File: src/rtl/axi_pkg.sv
// Shared AXI-lite definitions: response codes, bridge state encoding and a
// helper that classifies a response code as an error.
package axi_pkg;

    localparam logic [1:0] RESP_OKAY   = 2'b00;
    localparam logic [1:0] RESP_EXOKAY = 2'b01;
    localparam logic [1:0] RESP_SLVERR = 2'b10;
    localparam logic [1:0] RESP_DECERR = 2'b11;

    typedef enum logic [2:0] {
        IDLE,
        RD_ADDR,
        RD_DATA,
        WR_REQ,
        WR_RESP,
        RESP
    } state_t;

    // EXOKAY is meaningless without exclusive access, so only OKAY is success.
    function automatic logic resp_is_err(input logic [1:0] code);
        return code != RESP_OKAY;
    endfunction

endpackage

File: src/rtl/axi_watchdog.sv
// Wait-state watchdog: counts cycles while enabled, clears on request,
// saturates at TIMEOUT_CYC-1 and raises a sticky flag when it gets there.
module axi_watchdog #(
    parameter int TIMEOUT_CYC = 1024
) (
    input  logic aclk,
    input  logic aresetn,
    input  logic clear,
    input  logic enable,
    output logic timeout_flag
);

    localparam int CNT_W = $clog2(TIMEOUT_CYC) + 1;
    localparam logic [CNT_W-1:0] LIMIT = CNT_W'(TIMEOUT_CYC - 1);

    logic [CNT_W-1:0] cnt_reg;
    logic [CNT_W-1:0] cnt_next;
    logic             flag_reg;

    // Next count: clear wins, otherwise count up while enabled and not saturated.
    always_comb begin
        cnt_next = cnt_reg;
        if (clear) begin
            cnt_next = '0;
        end else if (enable && (cnt_reg != LIMIT)) begin
            cnt_next = cnt_reg + 1'b1;
        end
    end

    // Counter and sticky flag; the flag sets on the edge the count reaches the limit.
    always_ff @(posedge aclk) begin
        if (!aresetn) begin
            cnt_reg  <= '0;
            flag_reg <= 1'b0;
        end else begin
            cnt_reg <= cnt_next;
            if (enable && !clear && (cnt_next == LIMIT)) begin
                flag_reg <= 1'b1;
            end
        end
    end

    assign timeout_flag = flag_reg;

endmodule

File: src/rtl/axi_lite_master.sv
// CPU-request to AXI-lite bridge with a single outstanding transaction.
// Channel valid/ready outputs are decoded from the registered state, so
// they behave exactly like registered outputs.
module axi_lite_master
    import axi_pkg::*;
#(
    parameter int ADDR_W      = 32,
    parameter int DATA_W      = 64,
    parameter int TIMEOUT_CYC = 1024
) (
    input  logic                aclk,
    input  logic                aresetn,
    input  logic                req_valid,
    output logic                req_ready,
    input  logic                req_we,
    input  logic [ADDR_W-1:0]   req_addr,
    input  logic [DATA_W-1:0]   req_wdata,
    input  logic [DATA_W/8-1:0] req_wstrb,
    output logic                resp_valid,
    output logic [DATA_W-1:0]   resp_rdata,
    output logic                resp_err,
    output logic                timeout_flag,
    output logic [ADDR_W-1:0]   araddr,
    output logic                arvalid,
    input  logic                arready,
    input  logic [DATA_W-1:0]   rdata,
    input  logic [1:0]          rresp,
    input  logic                rvalid,
    output logic                rready,
    output logic [ADDR_W-1:0]   awaddr,
    output logic                awvalid,
    input  logic                awready,
    output logic [DATA_W-1:0]   wdata,
    output logic [DATA_W/8-1:0] wstrb,
    output logic                wvalid,
    input  logic                wready,
    input  logic [1:0]          bresp,
    input  logic                bvalid,
    output logic                bready
);

    state_t              state_reg;
    state_t              state_next;
    logic                aw_done_reg;
    logic                w_done_reg;
    logic [ADDR_W-1:0]   addr_reg;
    logic [DATA_W-1:0]   wdata_reg;
    logic [DATA_W/8-1:0] wstrb_reg;
    logic [DATA_W-1:0]   resp_rdata_reg;
    logic                resp_err_reg;

    logic req_accept;
    logic aw_hs;
    logic w_hs;
    logic r_hs;
    logic b_hs;
    logic wait_state;

    assign req_accept = req_valid && req_ready;
    assign aw_hs      = awvalid && awready;
    assign w_hs       = wvalid && wready;
    assign r_hs       = rvalid && rready;
    assign b_hs       = bvalid && bready;
    assign wait_state = (state_reg == RD_ADDR) || (state_reg == RD_DATA) ||
                        (state_reg == WR_REQ)  || (state_reg == WR_RESP);

    // State register.
    always_ff @(posedge aclk) begin
        if (!aresetn) begin
            state_reg <= IDLE;
        end else begin
            state_reg <= state_next;
        end
    end

    // Next-state logic; a write leaves WR_REQ once both AW and W have completed.
    always_comb begin
        state_next = state_reg;
        case (state_reg)
            IDLE:    if (req_valid) state_next = req_we ? WR_REQ : RD_ADDR;
            RD_ADDR: if (arready)   state_next = RD_DATA;
            RD_DATA: if (rvalid)    state_next = RESP;
            WR_REQ:  if ((aw_done_reg || awready) && (w_done_reg || wready))
                         state_next = WR_RESP;
            WR_RESP: if (bvalid)    state_next = RESP;
            RESP:                   state_next = IDLE;
            default:                state_next = IDLE;
        endcase
    end

    // Output decode from the current state and the per-channel done bits.
    always_comb begin
        req_ready  = (state_reg == IDLE);
        arvalid    = (state_reg == RD_ADDR);
        rready     = (state_reg == RD_DATA);
        awvalid    = (state_reg == WR_REQ) && !aw_done_reg;
        wvalid     = (state_reg == WR_REQ) && !w_done_reg;
        bready     = (state_reg == WR_RESP);
        resp_valid = (state_reg == RESP);
        araddr     = addr_reg;
        awaddr     = addr_reg;
        wdata      = wdata_reg;
        wstrb      = wstrb_reg;
        resp_rdata = resp_rdata_reg;
        resp_err   = resp_err_reg;
    end

    // Request capture, AW/W completion tracking and response capture.
    always_ff @(posedge aclk) begin
        if (!aresetn) begin
            aw_done_reg    <= 1'b0;
            w_done_reg     <= 1'b0;
            addr_reg       <= '0;
            wdata_reg      <= '0;
            wstrb_reg      <= '0;
            resp_rdata_reg <= '0;
            resp_err_reg   <= 1'b0;
        end else begin
            if (req_accept) begin
                addr_reg    <= req_addr;
                wdata_reg   <= req_wdata;
                wstrb_reg   <= req_wstrb;
                aw_done_reg <= 1'b0;
                w_done_reg  <= 1'b0;
            end
            if (aw_hs) aw_done_reg <= 1'b1;
            if (w_hs)  w_done_reg  <= 1'b1;
            if (r_hs) begin
                resp_rdata_reg <= rdata;
                resp_err_reg   <= resp_is_err(rresp);
            end
            if (b_hs) begin
                resp_err_reg <= resp_is_err(bresp);
            end
        end
    end

    // The watchdog only observes; a hung responder is flagged, never abandoned.
    axi_watchdog #(
        .TIMEOUT_CYC (TIMEOUT_CYC)
    ) u_watchdog (
        .aclk         (aclk),
        .aresetn      (aresetn),
        .clear        (state_next != state_reg),
        .enable       (wait_state),
        .timeout_flag (timeout_flag)
    );

endmodule

File: config.mk
export PLATFORM = sky130hd
export DESIGN_NAME = axi_lite_master
export DESIGN_NICKNAME = d
export VERILOG_FILES = /design/src/rtl/axi_pkg.sv /design/src/rtl/axi_watchdog.sv /design/src/rtl/axi_lite_master.sv
export SDC_FILE = /design/constraint.sdc
export NUM_CORES = 1
export LEC_CHECK = 0
export CAP_MARGIN = 10
export CORE_MARGIN = 5
export CORE_UTILIZATION = 30
export DETAILED_ROUTE_END_ITERATION = 8
export HOLD_SLACK_MARGIN = 0.1
export REMOVE_ABC_BUFFERS = 1
export SLEW_MARGIN = 20
export SYNTH_ARGS = -nofsm -noshare
export SYNTH_HDL_FRONTEND = slang
export SYNTH_HIERARCHICAL = 1
export SYNTH_SLANG_ARGS = --single-unit
File: constraint.sdc
create_clock -name aclk -period 6.6 [get_ports aclk]
set_input_delay 1.32 -clock aclk [delete_from_list [all_inputs] [get_ports aclk]]
set_output_delay 1.32 -clock aclk [all_outputs]
set_load 0.02 [all_outputs]
==> impl_results.md <==
* Status: completed
* Clock sink count at 186
* Synthesized flop and latch total at 186
* Slew of the pin with the lowest slew margin at slightly above 900 ps
* Syn avg cell area at ~8.5 sq um
* Asr flop ratio synth at 0
* Final hold vios at 0
* Root Buffer: clkbuf_16
* DR vias at 6918
* Yosys top cell area share at 0.4897
* Mapped Cells at a little under 900
* CTS tree: done
* Fill count at 2444
* Yosys Warn Count at 6
* Ranking of synthesized cells by area: dfxtp_1 (49%), nand2_1 (17%), a21boi_0 (12%)
* Setup violators final at 0
* ANT nets after route at 0
* Worst EP required at 6940 ps
* Fraction of layout cells with a size suffix above 1 at 0.04088
* Setup_tns at 0 ps
* Syn-to-layout area delta at 56.74%
* Max_cap viols at 0
* CP Class: in -> reg
* Nets at 1392
* Wirelength per Cell at 16.49 microns
* Skew final at 17.83 ps
* Worst-path maximum fanout at 67
* Die Ht at 169.2 microns
* Leakage power at 0.004202 uW
* Max-slew violations at 0
* Antenna violations before repair at 0
* Worst VDD drop at 0.1822 mV
* R2R Setup Slk at 3610 ps
* Period utilization at 0.5515
* Residual DRC at 0
* Total Routed Length at approximately 26000 microns
* Clk buf depth at 2
* Top Ports at 390
* Dpl hpwl at 18400 microns
* GRT overflow at 0
* Fmax at 0.2747 GHz
* Tmin final at between 3000 and 4000 ps
* Starting density of the core at 0.3037
* H-tree depth at 4
* Top_reg_cell synth: dfxtp_1
* Max-slew headroom at 0.3874
* Vias per inst at roughly 4.5
* FP Rows at 58
* Clock Latency Late Sink at 430 ps
* Largest net degree at the start of global routing at 93
* DIE AREA at 0.02863 sq mm
* Global Route Usage Sum at 0.1713
* PortBufs at 389
* Starting DRT DRC Count at 342
* Core ar. at 0.02504 sq mm
* Hold Path Class: reg -> reg
* Worst Setup End Kind: flop
* Post-synthesis sequential area ratio at 0.4897
* RSZ-0062 raised after global routing: false
* Cell variety after synth at 51
* Post-synth EDFFs at 0
* Power Total at 2968 uW
* ANT cells at 0
* Worst-path clk slew at 80 ps
* Pwr Density at 249.1 mW/mm^2
* Post-CTS sizing at 0
* Mapped Area at 0.007604 sq mm
* GPL Wtd Cong at 0.8326
* Vias in the first global route at 6735
* First-pass GRT wire length at 38900 microns
* Num CTS Buffers at 17
* Die width at 169.2 microns
* Post-CTS Repair Setup Buffers at 0
* Cts hold-fix bufs at 0
* Startpoint types: input port
* Leading area contributor after synthesis: dfxtp_1
* Drt pass-1 iters at 4
* CP arrival at 3980 ps
==> critical path, stage by stage <==
cell and delay, ps:
clkdlybuf4s50_1 410, inv_1 100, or3_2 120, buf_4 550
and4b_1 300, o221ai_1 160, or4bb_1 500, nor3_1 170
o2111ai_1 150, o31ai_2 180
==> routing by layer <==
layer,wire (microns),share of wire,vias up,global-route usage
met5,0,0,-,0
met4,512,0.020,0,0.04655
met3,1592,0.062,28,0.05218
met2,12950,0.51,181,0.3005
met1,10550,0.41,3199,0.2039
li1,-,-,3510,-
==> cells in the final DEF (no fill, tap or decap), drive strengths merged, types with 2 or more instances in the layout <==
cell type / Yosys / layout
clkdlybuf4s50: 0 / 388
o21ai: 4 / 4
nand2b: 4 / 4
nand3: 4 / 4
and2: 6 / 6
a21oi: 3 / 3
o21a: 2 / 2
a22oi: 2 / 2
mux2i: 4 / 4
o31ai: 2 / 2
nand3b: 2 / 2
dfxtp: 186 / 186
nor2: 11 / 11
clkbuf: 29 / 19
nor2b: 6 / 6
and3b: 3 / 3
a31oi: 4 / 4
nand2: 350 / 350
nand4: 2 / 2
buf: 69 / 6
a21boi: 169 / 169
nor3: 5 / 5
and4: 2 / 2
a41oi: 2 / 2
inv: 2 / 8
clkinvlp: 0 / 5
and3: 3 / 3
xor2: 3 / 3
==> cell usage after synthesis (all sizes together), types with 2 or more instances <==
master,count
nor3,5
nor2b,6
nand2,350
nor2,11
inv,2
a31oi,4
nand3,4
nand4,2
buf,69
o21a,2
clkbuf,29
a21boi,169
and2,6
and4,2
a22oi,2
and3,3
and3b,3
xor2,3
nand3b,2
mux2i,4
nand2b,4
o21ai,4
a41oi,2
a21oi,3
dfxtp,186
o31ai,2
==> metrics by stage <==
stage	cell area [sq um]	hold slack, ps	util	setup slack, ps	instances
after floorplan	6992	466.5	-	1351	797
after global placement	11350	439.1	0.4533	2521	1521
after detailed placement	11350	443.9	0.4533	2504	1521
after CTS	11920	454.1	0.4760	2944	1553
after global routing	11920	474.1	0.4760	2727	1553
final	11920	453.3	0.4760	2960	1553
==> path summary, 6_finish.rpt <==
check                from                      end  cells past startpoint
max                rvalid  u_watchdog/timeout_flag                     10
min             wdata[59]                wdata[59]                      2
max reg2reg  state_reg[2]  u_watchdog/timeout_flag                      9
min reg2reg     wdata[59]                wdata[59]                      2
==> cell type report <==
cell class | instances | area [sq um] | share of cell area
clock buffer | 19 | 432.9 | 0.03633
clock inverter | 13 | 135.1 | 0.01134
inverter | 2 | 7.507 | 0.0006299
multi-input combinational | 609 | 3277 | 0.2750
sequential | 186 | 3724 | 0.3124
tap | 330 | 412.9 | 0.03465
timing repair buffer | 394 | 3929 | 0.3297
==> kinds of logic after synthesis <==
| group | share of synthesized area |
|---|---|
| xor gates and xnor gates | 0.004608 |
| DFF | 0.4897 |
| and+or+nand+nor | 0.2212 |
| muxes | 0.005266 |
| adders and majority gates | 0.001645 |
| AOI/OAI and AO/OA | 0.1961 |
| buffers and inverters | 0.08145 |
==> where the power goes <==
group,switching (uW),internal (uW),total [uW]
clock network,480,533,1010
logic,363,335,698
registers,55.8,1200,1260
(Power assumes the default switching activity.)
